==> src/rtl/kulisch_mean_sequencer_if.sv <==
// Bundle of addend stream, shared-divider handshake and mean output stream
// seen by kulisch_mean_sequencer (slave) and its environment (master).
interface kulisch_mean_sequencer_if #(
  parameter int ACC_W     = 16,
  parameter int CNT_WIDTH = 8
);
  logic                 inValid;
  logic                 inReady;
  logic [ACC_W-1:0]     inData;
  logic                 inLast;
  logic                 divStart;
  logic [ACC_W-1:0]     divAcc;
  logic [CNT_WIDTH-1:0] divDenom;
  logic                 divDone;
  logic [ACC_W-1:0]     divResult;
  logic                 outValid;
  logic                 outReady;
  logic [ACC_W-1:0]     outData;
  logic                 outForced;

  modport master (
    output inValid, inData, inLast, divDone, divResult, outReady,
    input  inReady, divStart, divAcc, divDenom, outValid, outData, outForced
  );

  modport slave (
    input  inValid, inData, inLast, divDone, divResult, outReady,
    output inReady, divStart, divAcc, divDenom, outValid, outData, outForced
  );
endinterface

==> src/rtl/kulisch_mean_sequencer.sv <==
// Sums addend groups in a Kulisch accumulator and drives a shared divider to form the group mean.
// Optional KULISCH_MEAN_SEQ_BYPASS1_EN: single-item groups skip the divider.
module kulisch_mean_sequencer #(
  parameter int ACC_NON_FRAC = 8,
  parameter int ACC_FRAC     = 8,
  parameter int CNT_WIDTH    = 8
) (
  input logic                    clock_i,
  input logic                    reset_i,
  kulisch_mean_sequencer_if.slave bus
);
  localparam int ACC_W = ACC_NON_FRAC + ACC_FRAC;
  // A transfer while the counter sits here fills the group to 2^CNT_WIDTH-1 items.
  localparam logic [CNT_WIDTH-1:0] CNT_LIMIT = CNT_WIDTH'((2 ** CNT_WIDTH) - 2);

  typedef enum logic [1:0] {ACCUM, DIV_REQ, DIV_WAIT, OUT} state_t;

  state_t               state_q;
  logic [ACC_W-1:0]     acc_q;
  logic [CNT_WIDTH-1:0] count_q;
  logic [ACC_W-1:0]     div_acc_q;
  logic [CNT_WIDTH-1:0] div_denom_q;
  logic                 div_start_q;
  logic [ACC_W-1:0]     out_data_q;
  logic                 out_valid_q;
  logic                 out_forced_q;

  logic                 transfer_d;
  logic                 close_d;
  logic [ACC_W-1:0]     sum_d;
  logic [CNT_WIDTH-1:0] count_inc_d;

  assign transfer_d  = bus.inValid && (state_q == ACCUM);
  assign close_d     = bus.inLast || (count_q == CNT_LIMIT);
  assign sum_d       = acc_q + bus.inData;
  assign count_inc_d = count_q + 1'b1;

  always_ff @(posedge clock_i) begin
    if (reset_i) begin
      state_q      <= ACCUM;
      acc_q        <= '0;
      count_q      <= '0;
      div_acc_q    <= '0;
      div_denom_q  <= '0;
      div_start_q  <= 1'b0;
      out_data_q   <= '0;
      out_valid_q  <= 1'b0;
      out_forced_q <= 1'b0;
    end else begin
      case (state_q)
        ACCUM: begin
          if (transfer_d) begin
            if (close_d) begin
              div_acc_q    <= sum_d;
              div_denom_q  <= count_inc_d;
              out_forced_q <= !bus.inLast;
              acc_q        <= '0;
              count_q      <= '0;
`ifdef KULISCH_MEAN_SEQ_BYPASS1_EN
              // Mean of one item is the item itself; acc is zero here so sum_d == inData.
              if (count_q == '0) begin
                out_data_q  <= bus.inData;
                out_valid_q <= 1'b1;
                state_q     <= OUT;
              end else begin
                div_start_q <= 1'b1;
                state_q     <= DIV_REQ;
              end
`else
              div_start_q <= 1'b1;
              state_q     <= DIV_REQ;
`endif
            end else begin
              acc_q   <= sum_d;
              count_q <= count_inc_d;
            end
          end
        end
        DIV_REQ: begin
          div_start_q <= 1'b0;
          state_q     <= DIV_WAIT;
        end
        DIV_WAIT: begin
          if (bus.divDone) begin
            out_data_q  <= bus.divResult;
            out_valid_q <= 1'b1;
            state_q     <= OUT;
          end
        end
        OUT: begin
          if (bus.outReady) begin
            out_valid_q <= 1'b0;
            state_q     <= ACCUM;
          end
        end
        default: state_q <= ACCUM;
      endcase
    end
  end

  assign bus.inReady   = (state_q == ACCUM);
  assign bus.divStart  = div_start_q;
  assign bus.divAcc    = div_acc_q;
  assign bus.divDenom  = div_denom_q;
  assign bus.outValid  = out_valid_q;
  assign bus.outData   = out_data_q;
  assign bus.outForced = out_forced_q;
endmodule

==> src/flat_wrapper.sv <==
// flat-port wrapper written by rule: the top's interface ports become plain ports
module kulisch_mean_sequencer_flat 
#(
  parameter int ACC_NON_FRAC = 8,
  parameter int ACC_FRAC     = 8,
  parameter int CNT_WIDTH    = 8
)
  (clock_i, reset_i, bus_inValid, bus_inData, bus_inLast, bus_divDone, bus_divResult, bus_outReady, bus_inReady, bus_divStart, bus_divAcc, bus_divDenom, bus_outValid, bus_outData, bus_outForced);
  kulisch_mean_sequencer_if #(.ACC_W(16), .CNT_WIDTH(CNT_WIDTH)) bus_i ();
  input logic clock_i;
  input logic reset_i;
  input wire logic [$bits(bus_i.inValid)-1:0] bus_inValid;
  input wire logic [$bits(bus_i.inData)-1:0] bus_inData;
  input wire logic [$bits(bus_i.inLast)-1:0] bus_inLast;
  input wire logic [$bits(bus_i.divDone)-1:0] bus_divDone;
  input wire logic [$bits(bus_i.divResult)-1:0] bus_divResult;
  input wire logic [$bits(bus_i.outReady)-1:0] bus_outReady;
  output wire logic [$bits(bus_i.inReady)-1:0] bus_inReady;
  output wire logic [$bits(bus_i.divStart)-1:0] bus_divStart;
  output wire logic [$bits(bus_i.divAcc)-1:0] bus_divAcc;
  output wire logic [$bits(bus_i.divDenom)-1:0] bus_divDenom;
  output wire logic [$bits(bus_i.outValid)-1:0] bus_outValid;
  output wire logic [$bits(bus_i.outData)-1:0] bus_outData;
  output wire logic [$bits(bus_i.outForced)-1:0] bus_outForced;
  assign bus_i.inValid = bus_inValid;
  assign bus_i.inData = bus_inData;
  assign bus_i.inLast = bus_inLast;
  assign bus_i.divDone = bus_divDone;
  assign bus_i.divResult = bus_divResult;
  assign bus_i.outReady = bus_outReady;
  assign bus_inReady = bus_i.inReady;
  assign bus_divStart = bus_i.divStart;
  assign bus_divAcc = bus_i.divAcc;
  assign bus_divDenom = bus_i.divDenom;
  assign bus_outValid = bus_i.outValid;
  assign bus_outData = bus_i.outData;
  assign bus_outForced = bus_i.outForced;
  kulisch_mean_sequencer #(.ACC_NON_FRAC(ACC_NON_FRAC), .ACC_FRAC(ACC_FRAC), .CNT_WIDTH(CNT_WIDTH)) u_core (.clock_i(clock_i), .reset_i(reset_i), .bus(bus_i));
endmodule
==> config.mk <==
export PLATFORM = sky130hd
export DESIGN_NAME = kulisch_mean_sequencer_flat
export DESIGN_NICKNAME = d
export VERILOG_FILES = /design/src/rtl/kulisch_mean_sequencer_if.sv /design/src/rtl/kulisch_mean_sequencer.sv /design/src/flat_wrapper.sv
export SDC_FILE = /design/constraint.sdc
export NUM_CORES = 1
export LEC_CHECK = 0
export BUFFER_PORTS_ARGS = -buffer_cell sky130_fd_sc_hd__buf_2
export CORE_MARGIN = 2
export CORE_UTILIZATION = 30
export CTS_BUF_LIST = sky130_fd_sc_hd__clkbuf_16
export DETAILED_ROUTE_END_ITERATION = 12
export SETUP_SLACK_MARGIN = 0.2
export SLEW_MARGIN = 5
export SYNTH_ARGS = -nofsm -noshare
export SYNTH_HDL_FRONTEND = slang
export SYNTH_SLANG_ARGS = --single-unit
export TNS_END_PERCENT = 30
==> constraint.sdc <==
create_clock -name clock_i -period 4.59 [get_ports clock_i]
set_clock_uncertainty 0.05 [all_clocks]
set_input_delay 0.6885 -clock clock_i [delete_from_list [all_inputs] [get_ports clock_i]]
set_output_delay 0.6885 -clock clock_i [all_outputs]
set_load 0.05 [all_outputs]
==> results of run 1 <==
synth_stat cells, types with 2 or more instances:
library cell  count  area, um^2
a32o_1            2       20.02
nand2b_1          3       18.77
a21oi_1          50       250.2
xnor2_1           9       78.83
or3_1             2       12.51
o21ai_0           8       40.04
and3_1            5       31.28
inv_1             5       18.77
nand2_1          78       292.8
o211ai_1          2       15.01
and2_1            3       18.77
o41ai_1           2       17.52
and4_1            4       35.03
a22o_1            7       61.31
a21boi_0          2       15.01
ha_1             21       262.8
nand3_1          18       90.09
a211o_1           2       17.52
dfxtp_1          69        1381
clkbuf_1         19       71.32
a22oi_1           3       22.52
xor2_1            7       61.31
a31o_2            5       43.79
a211oi_1         11       82.58
nand4_1           3       18.77
nor2_1           29       108.9
buf_2             3       15.01
nor3_1            7       35.03
a311o_1           2       20.02
or4_1             2       15.01
a21o_1            6       45.04
where the power goes:
group	internal, mW	switching, mW	total (mW)
logic	0.229	0.527	0.756
registers	0.687	0.0508	0.737
clock network	0.417	0.261	0.678
registers in the layout, summed over array words and instances (netlist names):
register	count
u_core.acc_q	16
u_core.bus.divAcc	16
u_core.bus.divDenom	8
u_core.bus.divStart	1
u_core.bus.outData	16
u_core.bus.outForced	1
u_core.bus.outValid	1
u_core.count_q	8
u_core.state_q	2
worst reg2reg max path, stage by stage (launching register included):
cell and delay (ns):
dfxtp_1 0.31, ha_1 0.21, fa_1 0.42, a21o_1 0.21, a311oi_2 0.42, nor3_1 0.15
a2111oi_4 0.42, nor4_1 0.08, a311o_1 0.33
metal layers:
metal	vias up	routed length, um
li1	1609	-
met1	1444	4218
met2	80	3947
met3	7	591
met4	0	75
met5	-	0
kinds of logic (layout without fill, tap and decap cells):
group,Yosys count,in the layout
AND/OR/NAND/NOR,157,157
AO/OA/AOI/OAI,114,114
flip-flops,69,69
buffers and inverters,28,106
adder cells (fa/ha/maj),22,22
XOR/XNOR,17,17
multiplexers,1,1
worst max-delay path by stage:
stage | end | slack, ns | cells past startpoint | startpoint
floorplan | u_core.bus.divAcc[12] | 1.72 | 8 | bus_inData[0]
global placement | u_core.bus.divAcc[12] | 1.47 | 9 | bus_inData[0]
detailed placement | u_core.bus.divAcc[12] | 1.41 | 9 | bus_inData[0]
CTS | u_core.bus.divAcc[12] | 1.75 | 9 | bus_inData[0]
global route | u_core.bus.divAcc[12] | 1.61 | 9 | bus_inData[0]
finish | u_core.bus.divAcc[12] | 1.72 | 9 | bus_inData[0]
area by class of cell:
class                      count  area [um^2]
tap                          143        178.9
fill                        1154         7034
sequential                    69         1381
inverter                       6        22.52
clock buffer                   9        225.2
multi-input combinational    311         1937
timing repair buffer          84        427.9
clock inverter                 7        65.06
==> out/qor.yml, run 1 <==
run_status:
  status: "finished clean"
placement:
  place.gp.congestion: 0.8269
  placed_area_um2: 3948
  dp.cells: 613
  place_ws_ns: 1.411
  dp_hpwl_um: 6269
  port-buffer-count: 81
cts:
  cts_buffers: 9
  tritoncts: "done"
  cts_buffer_depth: 2
  cts_resized: 0
  worstSkewPairLatency_ns: 0.34
  post_cts_buffers: 0
  ctsHoldBuffers: 0
  cts.sinks: 69
  cts.clk_slew.worst_paths_ns: 0.06
  h-tree-depth: 3
  cts_root_buffer: "clkbuf_16"
setup_path:
  crit_buf_inv: 1
  critPathSlowestCell: "fa_1"
  path_cells: "buf_2 -> ha_1 -> fa_1 -> a21o_1 -> a311oi_2 -> nor3_1 -> a2111oi_4 -> nor4_1 -> a311o_1"
  startpoint_type: "primary input"
  r2r-start: "u_core.acc_q[0]"
  reg2reg_slack_ns: 1.88
  reg2reg_depth: 8
  critPathMaxFanout: 4
  crit_family: "compound AO/OA/AOI/OAI gates"
  cp.required_ns: 4.76
  cp.arrival_ns: 3.04
  crit_type: "primary input to flop"
  slowest_delay_ns: 0.42
  end_kind: "flop"
  r2r-end: "u_core.bus.divAcc[12]"
layout:
  drive_above_1_share_pct: 22.02
  post-route-util_pct: 37.60
  layout_common_cells: "buf_2 (81), nand2_1 (78), dfxtp_1 (69), a21oi_1 (50), nor2_1 (28)"
  layout.nets: 541
  post-route-cell-area_um2: 4238
  layout_commonest_cell: "buf_2"
  antenna-diode-count: 0
  syn2layout_area_growth_pct: 23.75
  final_cells: 629
timing:
  finalSetupTns_ns: 0
  period_needed_ns: 2.869
  maxSlewViolCount: 0
  hold_violations: 0
  setup_ws_ns: 1.721
  finalCritPeriodShare_pct: 62.51
  rsz0062_at_grt: "no"
  slew-limit-headroom_pct: 47.37
  tightest_slew_ns: 0.7865
  hold_slack_ns: 0.4039
  setup_violations: 0
  max_freq_mhz: 348.5
worst_hold_path:
  hp-start: "u_core.bus.divAcc[0]"
  worst_hold_path_type: "flop to flop"
  whs_path_depth: 2
  whs_endpoint: "u_core.bus.divAcc[0]"
global_routing:
  grtUsageTotal_pct: 14.72
  use_met1_pct: 18.62
  grt_use_met2_pct: 23.23
  grt_max_degree: 61
  top_usage_layer: "met2"
  grt_first_pass_wirelength_um: 14720
  grt_pass1_vias: 3059
  gr-total-overflow: 0
  antenna_found_initial: 0
  met3_usage_pct: 6.124
synthesis:
  yosysWarnings: 0
  syn_avg_cell_area_um2: 8.393
  synth_cell_type_count: 50
  synthAdderAreaFrac_pct: 8.257
  synth_top_family_by_area: "compound AO/OA/AOI/OAI gates"
  synth_ff_type: "dfxtp_1"
  synth_simple_gate_area_share_pct: 20.42
  synth_cells: 408
  synth-compound-area-share_pct: 22.76
  synth-edff-count: 0
  syn_area_um2: 3425
  synth_mux_area_share_pct: 0.2923
  yosys_register_bits: 69
  synth_seq_area_share_pct: 40.34
  syn_nets: 468
  synth-xor-area-share_pct: 4.750
  async_reset_ff_share_pct: 0
detailed_routing:
  drt-total-wl_um: 8832
  num_vias: 3140
  wl_per_cell_um: 14.04
  drt_iter0_drc: 144
  ant_nets: 0
  drc_errors: 0
  drt-pass1-iter-count: 4
  avgViaCountPerCell: 4.992
pwr:
  finalPower_mw: 2.172
  irDropWorstVdd_mv: 0.2758
  static-leakage-power_nw: 1.833
  cellPowerDensity_nw_per_um2: 512.5
floorplanning:
  die_area_um2: 12290
  die_w_um: 110.8
  initial_utilization_pct: 30.38
  die_h_um: 110.8
  rows: 39
  fp.coreArea_um2: 11270
  ios: 82
flow_run:
  drv_cap: 0
Power figures use the tool's default switching activity.
==> run 2: changes to the inputs <==
clock period = 2.75 ns   (was 4.59 ns; I/O delays follow)
==> run 2 against run 1 <==
Net effect: core utilization up 1.1 points; critical path type is now flop to flop; flip-flop and latch count unchanged; non-clock buffer count up 11; worst hold slack worse by 0.15 ns; via count up 2.4%; critical path depth unchanged; sequential share of layout area down 0.95 points; register-to-register slack worse by 1.6 ns; combinational power up 73%; worst setup slack worse by 1.4 ns; die area unchanged; design area up 3.0%.
==> out/qor.yml, run 2 (same netlist as run 1, synthesis figures left out) <==
setup_path:
  crit_family: "compound AO/OA/AOI/OAI gates"
  critPathMaxFanout: 3
  end_kind: "flop"
  crit_buf_inv: 1
  slowest_delay_ns: 0.41
  cp.required_ns: 2.92
  path_cells: "ha_1 -> fa_1 -> a21o_1 -> a311oi_2 -> nor3_1 -> a2111oi_4 -> buf_4 -> xnor2_1 -> a22o_1"
  critPathSlowestCell: "fa_1"
  cp.arrival_ns: 2.61
  startpoint_type: "flop"
  crit_type: "flop to flop"
detailed_routing:
  ant_nets: 0
  num_vias: 3215
  wl_per_cell_um: 14.07
  drc_errors: 0
  drt-pass1-iter-count: 4
  drt-total-wl_um: 9005
  drt_iter0_drc: 111
  avgViaCountPerCell: 5.023
layout:
  layout.nets: 552
  layout_commonest_cell: "buf_2"
  syn2layout_area_growth_pct: 27.48
  drive_above_1_share_pct: 23.34
  antenna-diode-count: 0
  post-route-cell-area_um2: 4365
  layout_common_cells: "buf_2 (81), nand2_1 (78), dfxtp_1 (69), a21oi_1 (50), nor2_1 (28)"
floorplanning:
  ios: 82
  fp.coreArea_um2: 11270
  rows: 39
  die_h_um: 110.8
  initial_utilization_pct: 30.38
  die_w_um: 110.8
  die_area_um2: 12290
run_status:
  status: "finished clean"
global_routing:
  grt_first_pass_wirelength_um: 15030
  grtUsageTotal_pct: 14.88
  grt_pass1_vias: 3168
  gr-total-overflow: 0
  grt_max_degree: 34
  antenna_found_initial: 0
pwr:
  p_int_mw: 2.441
  comb_power_share_pct: 34.2
  irDropWorstVdd_mv: 0.4478
  cellPowerDensity_nw_per_um2: 877.9
  p_switching_mw: 1.391
  clkPwrFrac_pct: 33.8
  swShare_pct: 36.29
  seqPwrFrac_pct: 32.0
  static-leakage-power_nw: 1.904
cts:
  cts_root_buffer: "clkbuf_16"
  cts.sinks: 69
  cts.clk_slew.worst_paths_ns: 0.06
  post_cts_buffers: 0
  tritoncts: "done"
  worstSkewPairLatency_ns: 0.33
  cts_buffer_depth: 2
  h-tree-depth: 3
  cts_buffers: 9
timing:
  maxSlewViolCount: 0
  tightest_slew_ns: 0.5414
  max_freq_mhz: 410.1
  rsz0062_at_grt: "yes"
  finalSetupTns_ns: 0
  period_needed_ns: 2.438
  setup_violations: 0
  finalCritPeriodShare_pct: 88.66
  slew-limit-headroom_pct: 63.90
  hold_violations: 0
placement:
  dp_hpwl_um: 6433
  port-buffer-count: 81
  placed_area_um2: 4030
  place.gp.congestion: 0.8626
flow_run:
  drv_cap: 0
worst_hold_path:
  worst_hold_path_type: "primary input to flop"
[run 2: cell types whose count changed in the layout (fill, tap and decap cells not counted), sizes merged]
cell,delta
buf,+11
bufinv,+2
clkinv,-2
[run 2: worst reg2reg max path, cell delays in order, from the launching register on]
cell and delay (ns):
dfxtp_1 0.31, ha_1 0.21, fa_1 0.41, a21o_1 0.21, a311oi_2 0.25, nor3_1 0.13
a2111oi_4 0.34, buf_4 0.17, xnor2_1 0.05, a22o_1 0.20
[run 2: layout make-up]
| type | count | area (um^2) |
|---|---|---|
| clock buffer | 9 | 225.2 |
| fill | 1171 | 6907 |
| inverter | 6 | 22.52 |
| multi-input combinational | 311 | 1942 |
| sequential | 69 | 1381 |
| timing repair buffer | 95 | 510.5 |
| tap | 143 | 178.9 |
| clock inverter | 7 | 105.1 |
[run 2: worst paths after layout]
kind	start	endpoint	slack, ns	cells past startpoint
max	u_core.acc_q[0]	u_core.acc_q[12]	0.31	9
min	bus_inLast	u_core.bus.outForced	0.25	2
max reg2reg	u_core.acc_q[0]	u_core.acc_q[12]	0.31	9
min reg2reg	u_core.bus.outData[4]	u_core.bus.outData[4]	0.40	2
[run 2: repair_timing]
action,CTS,global route
endpoints found under the setup margin,0,12
hold buffers,0,0
endpoints found under the hold margin,0,0
resized for setup,0,1
[run 2: metal layers]
metal	vias up	GRT usage, %	routed length, um
met3	14	5.467	846
met4	0	5.083	158
li1	1623	-	-
met1	1467	18.48	4108
met2	111	23.84	3892
met5	-	0	0
[run 2: power by group through the flow]
stage	clock network, mW	registers [mW]	logic [mW]
after floorplan	0	1.55	0.667
after global placement	0	1.24	1.30
after detailed placement	0	1.25	1.31
after CTS	1.33	1.23	1.32
after global routing	1.38	1.24	1.44
final	1.29	1.23	1.31
[run 2: per-stage QoR]
| stage | cells | hold slack (ns) | setup slack [ns] | total power [mW] | util, % |
|---|---|---|---|---|---|
| after floorplan | 408 | 0.3739 | 0.2146 | 2.218 | - |
| after global placement | 624 | 0.3909 | 0.09983 | 2.538 | 35.75 |
| after detailed placement | 624 | 0.3975 | 0.08241 | 2.559 | 35.75 |
| after CTS | 640 | 0.2515 | 0.3080 | 3.878 | 38.68 |
| after global routing | 640 | 0.2633 | 0.1769 | 4.063 | 38.73 |
| final | 640 | 0.2547 | 0.3118 | 3.832 | 38.73 |
==> run 3: changes to the inputs <==
CORE_UTILIZATION = 43   (was 30)
PLACE_DENSITY = 0.66   (was not set)
TNS_END_PERCENT = 20   (was 30)
==> run 3 against run 2 <==
Net effect: clock power is 22% lower; total power is 7.8% lower; first-iteration DRC count is 2.7% higher; via count is 1.2% lower; design area is 3.4% lower; register-to-register slack hardly changed; critical path type unchanged; flip-flop and latch count stayed put; largest cell class unchanged; largest power group unchanged; worst setup slack hardly changed.
==> out/qor.yml, run 3 (same netlist as run 1, synthesis figures left out) <==
run_status:
  status: "finished clean"
floorplanning:
  rows: 32
  die_area_um2: 8694
  initial_utilization_pct: 44.32
  die_w_um: 93.24
  fp.coreArea_um2: 7727
  ios: 82
  die_h_um: 93.24
setup_path:
  end_kind: "flop"
  startpoint_type: "flop"
  critPathSlowestCell: "fa_1"
  crit_type: "flop to flop"
  path_cells: "ha_1 -> fa_1 -> a21o_1 -> a311oi_2 -> buf_4 -> nor2_1 -> a31o_2 -> xor2_1 -> a31o_2"
  cp.arrival_ns: 2.61
  crit_start: "u_core.acc_q[0]"
  r2r-start: "u_core.acc_q[0]"
  critPathMostFrequentCell: "a31o_2"
  critPathMaxFanout: 3
  slowest_delay_ns: 0.41
  cp.required_ns: 2.93
layout:
  antenna-diode-count: 0
  final_cells: 596
  drive_above_1_share_pct: 23.08
  layout_common_cells: "buf_2 (81), nand2_1 (78), dfxtp_1 (69), a21oi_1 (50), nor2_1 (28)"
  regArea_um2: 1381
  multi_input_area_um2: 1937
  fillers: 735
  layout_commonest_cell: "buf_2"
  syn2layout_area_growth_pct: 23.09
  layout.nets: 549
global_routing:
  grt_first_pass_wirelength_um: 13810
  grt_pass1_vias: 2961
  antenna_found_initial: 0
  grt_max_degree: 41
  gr-total-overflow: 0
  grtUsageTotal_pct: 20.08
placement:
  place.gp.congestion: 0.9435
  dp.cells: 580
  dp_hpwl_um: 6115
  port-buffer-count: 81
detailed_routing:
  drc_errors: 0
  drt-pass1-iter-count: 4
  ant_nets: 0
  route.met3.wl_um: 476
  wl_met1_um: 4125
  wl_per_cell_um: 14.20
  dr_wl_met2_um: 3741
  drt_iter0_drc: 114
  num_vias: 3176
  drt-total-wl_um: 8466
  avgViaCountPerCell: 5.329
  highest_layer: "met4"
timing:
  hold_violations: 0
  rsz0062_at_grt: "yes"
  max_freq_mhz: 410.1
  period_needed_ns: 2.439
  tightest_slew_ns: 0.5236
  maxSlewViolCount: 0
  finalCritPeriodShare_pct: 88.68
  slew-limit-headroom_pct: 65.10
  setup_violations: 0
  finalSetupTns_ns: 0
cts:
  cts_root_buffer: "clkbuf_16"
  cts.sinks: 69
  cts_buffers: 9
  cts.clk_slew.worst_paths_ns: 0.06
  worstSkewPairLatency_ns: 0.33
  ctsHoldBuffers: 0
  tritoncts: "done"
  h-tree-depth: 3
  cts_buffer_depth: 2
  cts_resized: 0
  post_cts_buffers: 0
flow_run:
  drv_cap: 0
worst_hold_path:
  hp-start: "bus_divResult[1]"
  worst_hold_path_type: "primary input to flop"
pwr:
  cellPowerDensity_nw_per_um2: 838.2
  static-leakage-power_nw: 1.857
  irDropWorstVdd_mv: 0.4075
==> run 3: worst paths after layout <==
check	to	slack, ns	depth (start not counted)
max reg2reg	u_core.bus.divAcc[14]	0.31	9
min	u_core.bus.outData[1]	0.27	3
min reg2reg	u_core.bus.divAcc[11]	0.40	2
max	u_core.bus.divAcc[14]	0.31	9
==> run 3: report_power, final <==
part / internal (mW) / switching, mW / leakage (nW) / total [mW]
combinational: 0.415 / 0.874 / 1.16 / 1.29
sequential: 1.15 / 0.0866 / 0.561 / 1.23
clock: 0.594 / 0.417 / 0.131 / 1.01
total: 2.16 / 1.38 / 1.86 / 3.53
==> run 3: final cells by class <==
| cell class | count | area share [%] |
|---|---|---|
| Multi-Input combinational cell | 311 | 45.95 |
| Sequential cell | 69 | 32.77 |
| Timing Repair Buffer | 92 | 11.58 |
| Clock buffer | 9 | 5.343 |
| Tap cell | 102 | 3.028 |
| Clock inverter | 7 | 0.8014 |
| Inverter | 6 | 0.5343 |
==> run 3: metal layers <==
| metal | track usage, % | vias up |
|---|---|---|
| met4 | 7.475 | 0 |
| met1 | 26.44 | 1467 |
| met3 | 5.479 | 10 |
| met2 | 31.41 | 74 |
| met5 | 0 | - |
| li1 | - | 1625 |
==> run 3: worst max-delay path: cells and delay by family, from the launching register on <==
| kind | cells | cell delay, ns |
|---|---|---|
| AND/OR/NAND/NOR | 1 | 0.07 |
| XOR/XNOR | 1 | 0.15 |
| flip-flops | 1 | 0.31 |
| adder cells (fa/ha/maj) | 2 | 0.61 |
| buffers and inverters | 1 | 0.17 |
| AO/OA/AOI/OAI | 4 | 0.95 |
==> run 3: per-stage QoR <==
| stage | setup slack [ns] | power, mW | hold slack [ns] | area (um^2) | utilization [%] |
|---|---|---|---|---|---|
| 6_report | 0.3114 | 3.533 | 0.2683 | 4215 | 54.55 |
| 3_5_place_dp | 0.02209 | 2.539 | 0.3935 | 3956 | 51.20 |
| 5_1_grt | 0.1989 | 3.729 | 0.2754 | 4215 | 54.55 |
| 2_1_floorplan | 0.2146 | 2.218 | 0.3739 | 3425 | - |
| 4_1_cts | 0.2361 | 3.557 | 0.2624 | 4215 | 54.55 |
| 3_3_place_gp | 0.08785 | 2.520 | 0.3892 | 3956 | 51.20 |
